File: src/rtl/uart_pkg.sv
// -----------------------------------------------------------------------------
// uart_pkg
//   Shared UART definitions for the receiver and the transmitter that will
//   join it later.
//   Contents:
//     OVERSAMPLE_DEF  default baud ticks per bit period
//     DATA_BITS_DEF   default data bits per frame
//     uart_state_e    receiver frame-tracking states
// -----------------------------------------------------------------------------
package uart_pkg;

   localparam int OVERSAMPLE_DEF = 16;
   localparam int DATA_BITS_DEF  = 8;

   typedef enum logic [2:0] {
      IDLE      = 3'd0,
      START     = 3'd1,
      DATA      = 3'd2,
      STOP      = 3'd3,
      WAIT_HIGH = 3'd4
   } uart_state_e;

endpackage

File: src/rtl/uart_rx_sync.sv
// -----------------------------------------------------------------------------
// sync_edge
//   Two-flop synchroniser for an asynchronous input, plus a rising-edge
//   detector on the synchronised value.
//   Ports:
//     clk, reset  system clock, asynchronous active-high reset
//     d           asynchronous input
//     sync        d after two flops
//     rise        one-clk pulse when sync goes 0 -> 1
//   RESET_VAL is the idle level of d, so leaving reset never looks like an
//   edge on a line that is sitting at its idle level.
// -----------------------------------------------------------------------------
module sync_edge #(
   parameter logic RESET_VAL = 1'b0
) (
   input  logic clk,
   input  logic reset,
   input  logic d,
   output logic sync,
   output logic rise
);

   logic [1:0] ff_q;
   logic       prev_q;

   always_ff @(posedge clk or posedge reset) begin
      if (reset) begin
         ff_q   <= {2{RESET_VAL}};
         prev_q <= RESET_VAL;
      end else begin
         ff_q   <= {ff_q[0], d};
         prev_q <= ff_q[1];
      end
   end

   assign sync = ff_q[1];
   assign rise = ff_q[1] & ~prev_q;

endmodule

File: src/rtl/uart_rx.sv
// -----------------------------------------------------------------------------
// uart_rx
//   8N1 (DATA_BITS configurable 5..8) UART receiver driven by a 16x oversample
//   baud square wave. Received bytes are offered to the bus-side register
//   logic over a valid/ready handshake. Framing and overrun errors are sticky.
//   Ports:
//     clk, reset    system clock, asynchronous active-high reset
//     rx_baud_clk   oversample square wave (async); rising edges are ticks
//     rxd           serial line (async), idle high
//     rx_data       received byte, held while rx_valid is high
//     rx_valid      byte available
//     rx_ready      consumer accepts rx_data when rx_valid && rx_ready
//     err_clr       one-cycle pulse that clears both error flags
//     framing_err   sticky: stop bit sampled low
//     overrun_err   sticky: new byte completed while the old one was pending
//     busy          receiver is inside a frame (any state but IDLE)
// -----------------------------------------------------------------------------
module uart_rx
   import uart_pkg::*;
#(
   parameter int DATA_BITS  = DATA_BITS_DEF,
   parameter int OVERSAMPLE = OVERSAMPLE_DEF,
   parameter int CNT_W      = 4
) (
   input  logic                 clk,
   input  logic                 reset,
   input  logic                 rx_baud_clk,
   input  logic                 rxd,
   output logic [DATA_BITS-1:0] rx_data,
   output logic                 rx_valid,
   input  logic                 rx_ready,
   input  logic                 err_clr,
   output logic                 framing_err,
   output logic                 overrun_err,
   output logic                 busy
);

   localparam int BIT_W = 3;
   localparam logic [CNT_W-1:0] MID_CNT  = CNT_W'(OVERSAMPLE/2 - 1);
   localparam logic [CNT_W-1:0] LAST_CNT = CNT_W'(OVERSAMPLE - 1);
   localparam logic [BIT_W-1:0] LAST_BIT = BIT_W'(DATA_BITS - 1);

   logic tick;
   logic rxd_s;
   logic baud_sync_unused;
   logic rxd_rise_unused;

   sync_edge #(.RESET_VAL(1'b0)) u_baud_sync (
      .clk   (clk),
      .reset (reset),
      .d     (rx_baud_clk),
      .sync  (baud_sync_unused),
      .rise  (tick)
   );

   sync_edge #(.RESET_VAL(1'b1)) u_rxd_sync (
      .clk   (clk),
      .reset (reset),
      .d     (rxd),
      .sync  (rxd_s),
      .rise  (rxd_rise_unused)
   );

   uart_state_e          state_q, state_d;
   logic [CNT_W-1:0]     cnt_q, cnt_d;
   logic [BIT_W-1:0]     bitn_q, bitn_d;
   logic [DATA_BITS-1:0] shreg_q, shreg_d;
   logic [DATA_BITS-1:0] data_q, data_d;
   logic                 valid_q, valid_d;
   logic                 ferr_q, ferr_d;
   logic                 oerr_q, oerr_d;
   logic                 done;       // good stop bit seen this cycle
   logic                 stop_bad;   // stop bit sampled low this cycle
   logic                 accept;

   // Frame tracking. Every state change is gated by tick, so the FSM runs
   // at the oversample rate regardless of the clk frequency.
   always_comb begin
      state_d  = state_q;
      cnt_d    = cnt_q;
      bitn_d   = bitn_q;
      shreg_d  = shreg_q;
      done     = 1'b0;
      stop_bad = 1'b0;
      if (tick) begin
         case (state_q)
            IDLE: begin
               if (!rxd_s) begin
                  state_d = START;
                  cnt_d   = '0;
               end
            end
            START: begin
               // Re-check the line at mid start bit to reject glitches.
               if (cnt_q == MID_CNT) begin
                  cnt_d = '0;
                  if (!rxd_s) begin
                     state_d = DATA;
                     bitn_d  = '0;
                  end else begin
                     state_d = IDLE;
                  end
               end else begin
                  cnt_d = cnt_q + 1'b1;
               end
            end
            DATA: begin
               // Counting from mid start bit, a full bit period lands on
               // mid data bit. Line order is LSB first, so shift right.
               if (cnt_q == LAST_CNT) begin
                  cnt_d   = '0;
                  bitn_d  = bitn_q + 1'b1;
                  shreg_d = {rxd_s, shreg_q[DATA_BITS-1:1]};
                  if (bitn_q == LAST_BIT) state_d = STOP;
               end else begin
                  cnt_d = cnt_q + 1'b1;
               end
            end
            STOP: begin
               if (cnt_q == LAST_CNT) begin
                  cnt_d = '0;
                  if (rxd_s) begin
                     done    = 1'b1;
                     state_d = IDLE;
                  end else begin
                     stop_bad = 1'b1;
                     state_d  = WAIT_HIGH;
                  end
               end else begin
                  cnt_d = cnt_q + 1'b1;
               end
            end
            WAIT_HIGH: begin
               // Hold off until the line returns high so a break reports
               // one framing error instead of a stream of bogus frames.
               if (rxd_s) state_d = IDLE;
            end
            default: begin
               state_d = IDLE;
               cnt_d   = '0;
            end
         endcase
      end
   end

   // Delivery and error flags. A completion in the same cycle as an accept
   // simply replaces the byte; only an unaccepted byte being overwritten
   // counts as an overrun. Error sets take priority over err_clr.
   always_comb begin
      accept  = valid_q & rx_ready;
      valid_d = valid_q;
      data_d  = data_q;
      oerr_d  = oerr_q;
      ferr_d  = ferr_q;
      if (accept)  valid_d = 1'b0;
      if (done) begin
         valid_d = 1'b1;
         data_d  = shreg_q;
      end
      if (err_clr) begin
         oerr_d = 1'b0;
         ferr_d = 1'b0;
      end
      if (done && valid_q && !rx_ready) oerr_d = 1'b1;
      if (stop_bad)                     ferr_d = 1'b1;
   end

   always_ff @(posedge clk or posedge reset) begin
      if (reset) begin
         state_q <= IDLE;
         cnt_q   <= '0;
         bitn_q  <= '0;
         shreg_q <= '0;
         data_q  <= '0;
         valid_q <= 1'b0;
         ferr_q  <= 1'b0;
         oerr_q  <= 1'b0;
      end else begin
         state_q <= state_d;
         cnt_q   <= cnt_d;
         bitn_q  <= bitn_d;
         shreg_q <= shreg_d;
         data_q  <= data_d;
         valid_q <= valid_d;
         ferr_q  <= ferr_d;
         oerr_q  <= oerr_d;
      end
   end

   assign rx_data     = data_q;
   assign rx_valid    = valid_q;
   assign framing_err = ferr_q;
   assign overrun_err = oerr_q;
   assign busy        = (state_q != IDLE);

endmodule
File: config.mk
export PLATFORM = sky130hd
export DESIGN_NAME = uart_rx
export DESIGN_NICKNAME = d
export VERILOG_FILES = /design/src/rtl/uart_pkg.sv /design/src/rtl/uart_rx_sync.sv /design/src/rtl/uart_rx.sv
export SDC_FILE = /design/constraint.sdc
export NUM_CORES = 1
export LEC_CHECK = 0
export BUFFER_PORTS_ARGS = -buffer_cell sky130_fd_sc_hd__buf_2
export CAP_MARGIN = 5
export CORE_MARGIN = 2
export CORE_UTILIZATION = 30
export DETAILED_ROUTE_END_ITERATION = 16
export PLACE_DENSITY = 0.45
export SLEW_MARGIN = 20
export SYNTH_ARGS = -nofsm -noshare
export SYNTH_HDL_FRONTEND = slang
export SYNTH_SLANG_ARGS = --single-unit
export TNS_END_PERCENT = 1
File: constraint.sdc
create_clock -name clk -period 1.9 [get_ports clk]
set_clock_uncertainty 0.05 [all_clocks]
set_input_delay 0.19 -clock clk [delete_from_list [all_inputs] [get_ports clk]]
set_output_delay 0.19 -clock clk [all_outputs]
set_load 0.05 [all_outputs]
==> impl_results.html <==
<table>
<tr><th>Metric</th><th>Value</th></tr>
<tr><th colspan="2">Routing</th></tr>
<tr><td>DRC violation total after the first TritonRoute iteration</td><td>39</td></tr>
<tr><td># DRC</td><td>0</td></tr>
<tr><td>Aggregate routed wire length</td><td>2760 µm</td></tr>
<tr><td>Post-route ant nets</td><td>0</td></tr>
<tr><td>Routed via count divided by cell count</td><td>4.37</td></tr>
<tr><td>Initial DRT Pass Iterations</td><td>4</td></tr>
<tr><td>Vias</td><td>978</td></tr>
<tr><td>Detailed-route wire length per cell</td><td>12.3 µm</td></tr>
<tr><th colspan="2">Pwr</th></tr>
<tr><td>Cell leakage power</td><td>0.983 nW</td></tr>
<tr><td>Worst VDD drop</td><td>0.546 mV</td></tr>
<tr><td>Cell Pwr Density</td><td>1120 mW/mm²</td></tr>
<tr><td>Power Internal</td><td>0.00144 W</td></tr>
<tr><td>Power consumption</td><td>0.00218 W</td></tr>
<tr><td>Net switching power</td><td>0.000738 W</td></tr>
<tr><td>Clock power share</td><td>25.4%</td></tr>
<tr><td>Switching power share of the total</td><td>33.8%</td></tr>
<tr><td>Register share of total power</td><td>43.2%</td></tr>
<tr><td>Comb power frac</td><td>31.4%</td></tr>
<tr><th colspan="2">Synthesis</th></tr>
<tr><td>Post-Syn Instances</td><td>118</td></tr>
<tr><td>Synth top area cells</td><td>dfrtp_1 (52%), mux2_2 (9.4%), mux2_1 (4.4%), dfstp_2 (3.4%), ha_1 (2.4%)</td></tr>
<tr><td>Yosys top cell area share</td><td>51.6%</td></tr>
<tr><td>Synthesized cell area</td><td>0.00155 mm²</td></tr>
<tr><td>Number of synthesized register bits</td><td>34</td></tr>
<tr><td>Post-synthesis cell type with the largest combined area</td><td>dfrtp_1</td></tr>
<tr><td>Xor-xnor portion of the synthesized cell area</td><td>0.564%</td></tr>
<tr><td>Synthesized Nets</td><td>127</td></tr>
<tr><td>Post-synthesis sequential area ratio</td><td>55.0%</td></tr>
<tr><td>Number of warning messages in the yosys log</td><td>0</td></tr>
<tr><td>Post-synthesis adder-cell area fraction</td><td>2.42%</td></tr>
<tr><td>Most used flip-flop cell after synthesis</td><td>dfrtp_1</td></tr>
<tr><td>Proportion of register bits with asynchronous set or reset after synthesis</td><td>100%</td></tr>
<tr><td>Share of synthesized cell area in and, or, nand and nor gates</td><td>14.0%</td></tr>
<tr><td>Portion of netlist area occupied by mux cells</td><td>15.1%</td></tr>
<tr><td>Library cells used by synthesis</td><td>40</td></tr>
<tr><td>Main combinational cell family by area after synthesis</td><td>multiplexers</td></tr>
<tr><td>Post-synth EDFFs</td><td>0</td></tr>
<tr><td>Complex-gate fraction of the synthesized area</td><td>8.38%</td></tr>
<tr><td>Mapped Avg Cell Area</td><td>13.2 µm²</td></tr>
<tr><th colspan="2">Clock network</th></tr>
<tr><td>Clock Latency Late Sink</td><td>0.28 ns</td></tr>
<tr><td>Clock Pin Slew Worst Setup and Hold Paths</td><td>0.07 ns</td></tr>
<tr><td>Number of buffers on the longest clock path</td><td>2</td></tr>
<tr><td>Post-CTS Repair Setup Buffers</td><td>0</td></tr>
<tr><td>CTS Root Buffer Type</td><td>clkbuf_8</td></tr>
<tr><td>Number of clock buffers inserted by TritonCTS</td><td>5</td></tr>
<tr><td>CTS tree</td><td>done</td></tr>
<tr><td>Sink count of the clock tree</td><td>34</td></tr>
<tr><td>Number of H-tree branching levels</td><td>2</td></tr>
<tr><th colspan="2">Floorplan</th></tr>
<tr><td>Initial standard-cell utilization of the core</td><td>30.8%</td></tr>
<tr><td>I/O pins</td><td>18</td></tr>
<tr><td>Row count</td><td>26</td></tr>
<tr><td>Width of the chip</td><td>75.9 µm</td></tr>
<tr><td>Std-Cell Core Area</td><td>0.00504 mm²</td></tr>
<tr><td>Y dimension of the die</td><td>75.9 µm</td></tr>
<tr><td>Die Footprint</td><td>0.00577 mm²</td></tr>
<tr><th colspan="2">Cells and area</th></tr>
<tr><td>Fraction of the core area covered by cells at the end of the flow</td><td>38.5%</td></tr>
<tr><td>Fillcell total</td><td>505</td></tr>
<tr><td>Share of post-route cells with drive strength above 1</td><td>42.2%</td></tr>
<tr><td>Layout Area Growth over Synthesis</td><td>25.0%</td></tr>
<tr><td>Commonest cells after routing, fill and taps aside</td><td>dfrtp_1 (32), buf_2 (17), mux2_2 (13)</td></tr>
<tr><td>Final design area excluding fillers</td><td>0.00194 mm²</td></tr>
<tr><td>Antenna cell count</td><td>0</td></tr>
<tr><td>Layout net count</td><td>162</td></tr>
<tr><td>Area occupied by multi-input gates</td><td>648 µm²</td></tr>
<tr><td>Register Area</td><td>853 µm²</td></tr>
<tr><td>Most frequent standard cell in the layout excluding fill and tap cells</td><td>dfrtp_1</td></tr>
<tr><th colspan="2">Setup path</th></tr>
<tr><td>CP cell instances</td><td>buf_4 &gt; and2b_2 &gt; or2b_2 &gt; a211o_2 &gt; a21o_1</td></tr>
<tr><td>Critical path's top delay family</td><td>compound AO/OA/AOI/OAI gates</td></tr>
<tr><td>Maximum fanout along the worst path</td><td>7</td></tr>
<tr><td>Critical setup path kind</td><td>flip-flop to flip-flop</td></tr>
<tr><td>Buf/Inv on CP</td><td>1</td></tr>
<tr><td>Cell with the largest stage delay on the worst path</td><td>dfrtp_1</td></tr>
<tr><td>Worst EP arrival</td><td>1.98 ns</td></tr>
<tr><td>Crit end category</td><td>flip-flop</td></tr>
<tr><td>CP Data Required Time</td><td>2.03 ns</td></tr>
<tr><td>Worst stage delay on the critical path</td><td>0.45 ns</td></tr>
<tr><td>Element type at the critical path start</td><td>flip-flop</td></tr>
<tr><th colspan="2">Outcome</th></tr>
<tr><td>Result of the run</td><td>finished clean</td></tr>
<tr><th colspan="2">GRT</th></tr>
<tr><td>Total global-route track usage</td><td>10.3%</td></tr>
<tr><td>Pin count of the biggest net entering global routing</td><td>35</td></tr>
<tr><td>Initial antenna violation count</td><td>0</td></tr>
<tr><td>Vias in the first global route</td><td>987</td></tr>
<tr><td>Global-route wire length before repair</td><td>4680 µm</td></tr>
<tr><td>Remaining global-route overflow</td><td>0</td></tr>
<tr><th colspan="2">Place</th></tr>
<tr><td>Final Wtd Congestion</td><td>0.793</td></tr>
<tr><td>Detailed placer's ending HPWL</td><td>1920 µm</td></tr>
<tr><td>Worst slack at placement</td><td>-0.0547 ns</td></tr>
<tr><td>Count of input and output buffers</td><td>17</td></tr>
<tr><td>Placed inst area</td><td>0.00180 mm²</td></tr>
<tr><th colspan="2">Timing</th></tr>
<tr><td>RSZ-0062 raised after global routing</td><td>no</td></tr>
<tr><td>Final Worst Setup Slack</td><td>0.0482 ns</td></tr>
<tr><td>Finish-stage setup viols</td><td>0</td></tr>
<tr><td>Portion of the clock cycle consumed by the worst path in the final layout</td><td>97.5%</td></tr>
<tr><td>TNS Setup</td><td>0 ns</td></tr>
<tr><td>Final hold violations</td><td>0</td></tr>
<tr><td>Slew HR</td><td>71.4%</td></tr>
<tr><td>Min Tclk post-route</td><td>1.85 ns</td></tr>
<tr><td>Pin slew with the least headroom to its limit</td><td>0.429 ns</td></tr>
<tr><td>Final Max Slew Viols</td><td>0</td></tr>
<tr><td>Highest Clock Rate</td><td>0.540 GHz</td></tr>
<tr><th colspan="2">Hold path</th></tr>
<tr><td>Type of the most critical hold path</td><td>input port to flip-flop</td></tr>
<tr><th colspan="2">Run</th></tr>
<tr><td>Count of max-cap constraint violations</td><td>0</td></tr>
</table>
==> power groups by stage <==
stage,logic [W],clock network (W),registers [W]
after floorplan,0.000572,0,0.000887
after global placement,0.000645,0,0.000938
after detailed placement,0.000659,0,0.000946
after CTS,0.000668,0.000585,0.000936
after global routing,0.000760,0.000616,0.000959
final,0.000684,0.000554,0.000943
==> final timing paths <==
path	cells past startpoint	slack, ns	from	endpoint
setup / recovery	5	0.05	state_q[1]	bitn_q[0]
hold / removal	3	0.15	rx_ready	rx_valid
setup reg to reg	5	0.05	state_q[1]	bitn_q[0]
hold reg to reg	0	0.30	u_baud_sync.ff_q[0]	u_baud_sync.ff_q[1]
max in group asynchronous	4	0.96	reset	u_rxd_sync.ff_q[0]
min in group asynchronous	4	0.50	reset	overrun_err
==> kinds of logic (layout without fill, tap and decap cells) <==
family                   count (synthesis)  in the layout
flip-flops                              34             34
AND/OR/NAND/NOR                         33             33
multiplexers                            21             21
AO/OA/AOI/OAI                           16             16
buffers and inverters                   10             46
adder cells (fa/ha/maj)                  3              3
XOR/XNOR                                 1              1
==> area by class of cell <==
| cell class | instances | share of cell area (%) |
|---|---|---|
| Inverter | 5 | 0.967 |
| Multi-Input combinational cell | 74 | 33.4 |
| Timing Repair Buffer | 33 | 12.3 |
| Clock inverter | 2 | 0.645 |
| Clock buffer | 6 | 4.26 |
| Tap cell | 70 | 4.51 |
| Sequential cell | 34 | 44.0 |
==> synthesized netlist by cell type (all sizes together) (2+ instances only) <==
| master | number |
|---|---|
| mux2i | 2 |
| a21o | 4 |
| mux2 | 19 |
| a22o | 2 |
| inv | 5 |
| nor4 | 2 |
| nor2 | 6 |
| nor3b | 2 |
| o21ai | 2 |
| a211o | 2 |
| buf | 4 |
| dfstp | 2 |
| nand2 | 6 |
| or2b | 4 |
| nor3 | 3 |
| dfrtp | 32 |
| ha | 3 |
| nand3 | 2 |
==> registers in the layout, summed over array words and instances, names as in the netlist, 2 cells and up <==
signal and cells:
state_q 3, shreg_q 8, bitn_q 3, cnt_q 4, u_baud_sync.ff_q 2, rx_data 8
u_rxd_sync.ff_q 2
==> worst min-delay path: stages <==
cell	delay [ns]
buf_2	0.10
inv_1	0.06
a21o_1	0.11
==> per-stage QoR <==
step	instances	hold WS, ns
after floorplan	118	0.144
after global placement	213	0.246
after detailed placement	213	0.246
after CTS	224	0.143
after global routing	224	0.175
final	224	0.154
==> routing by layer <==
layer  up-vias  share of wire (%)  GRT usage (%)
met5         -                  0              0
met4         0                1.8           4.36
met3         6                3.9           3.33
met2        16                 44           15.3
met1       473                 50           14.0
li1        483                  -              -
==> what timing repair did <==
action                     CTS  global route
pin swaps                    1             0
resized for setup            1             2
setup endpoints to repair    3             3
hold buffers                 3             0
hold endpoints to repair    34             0
No activity file was read; power rests on OpenSTA's default activity.
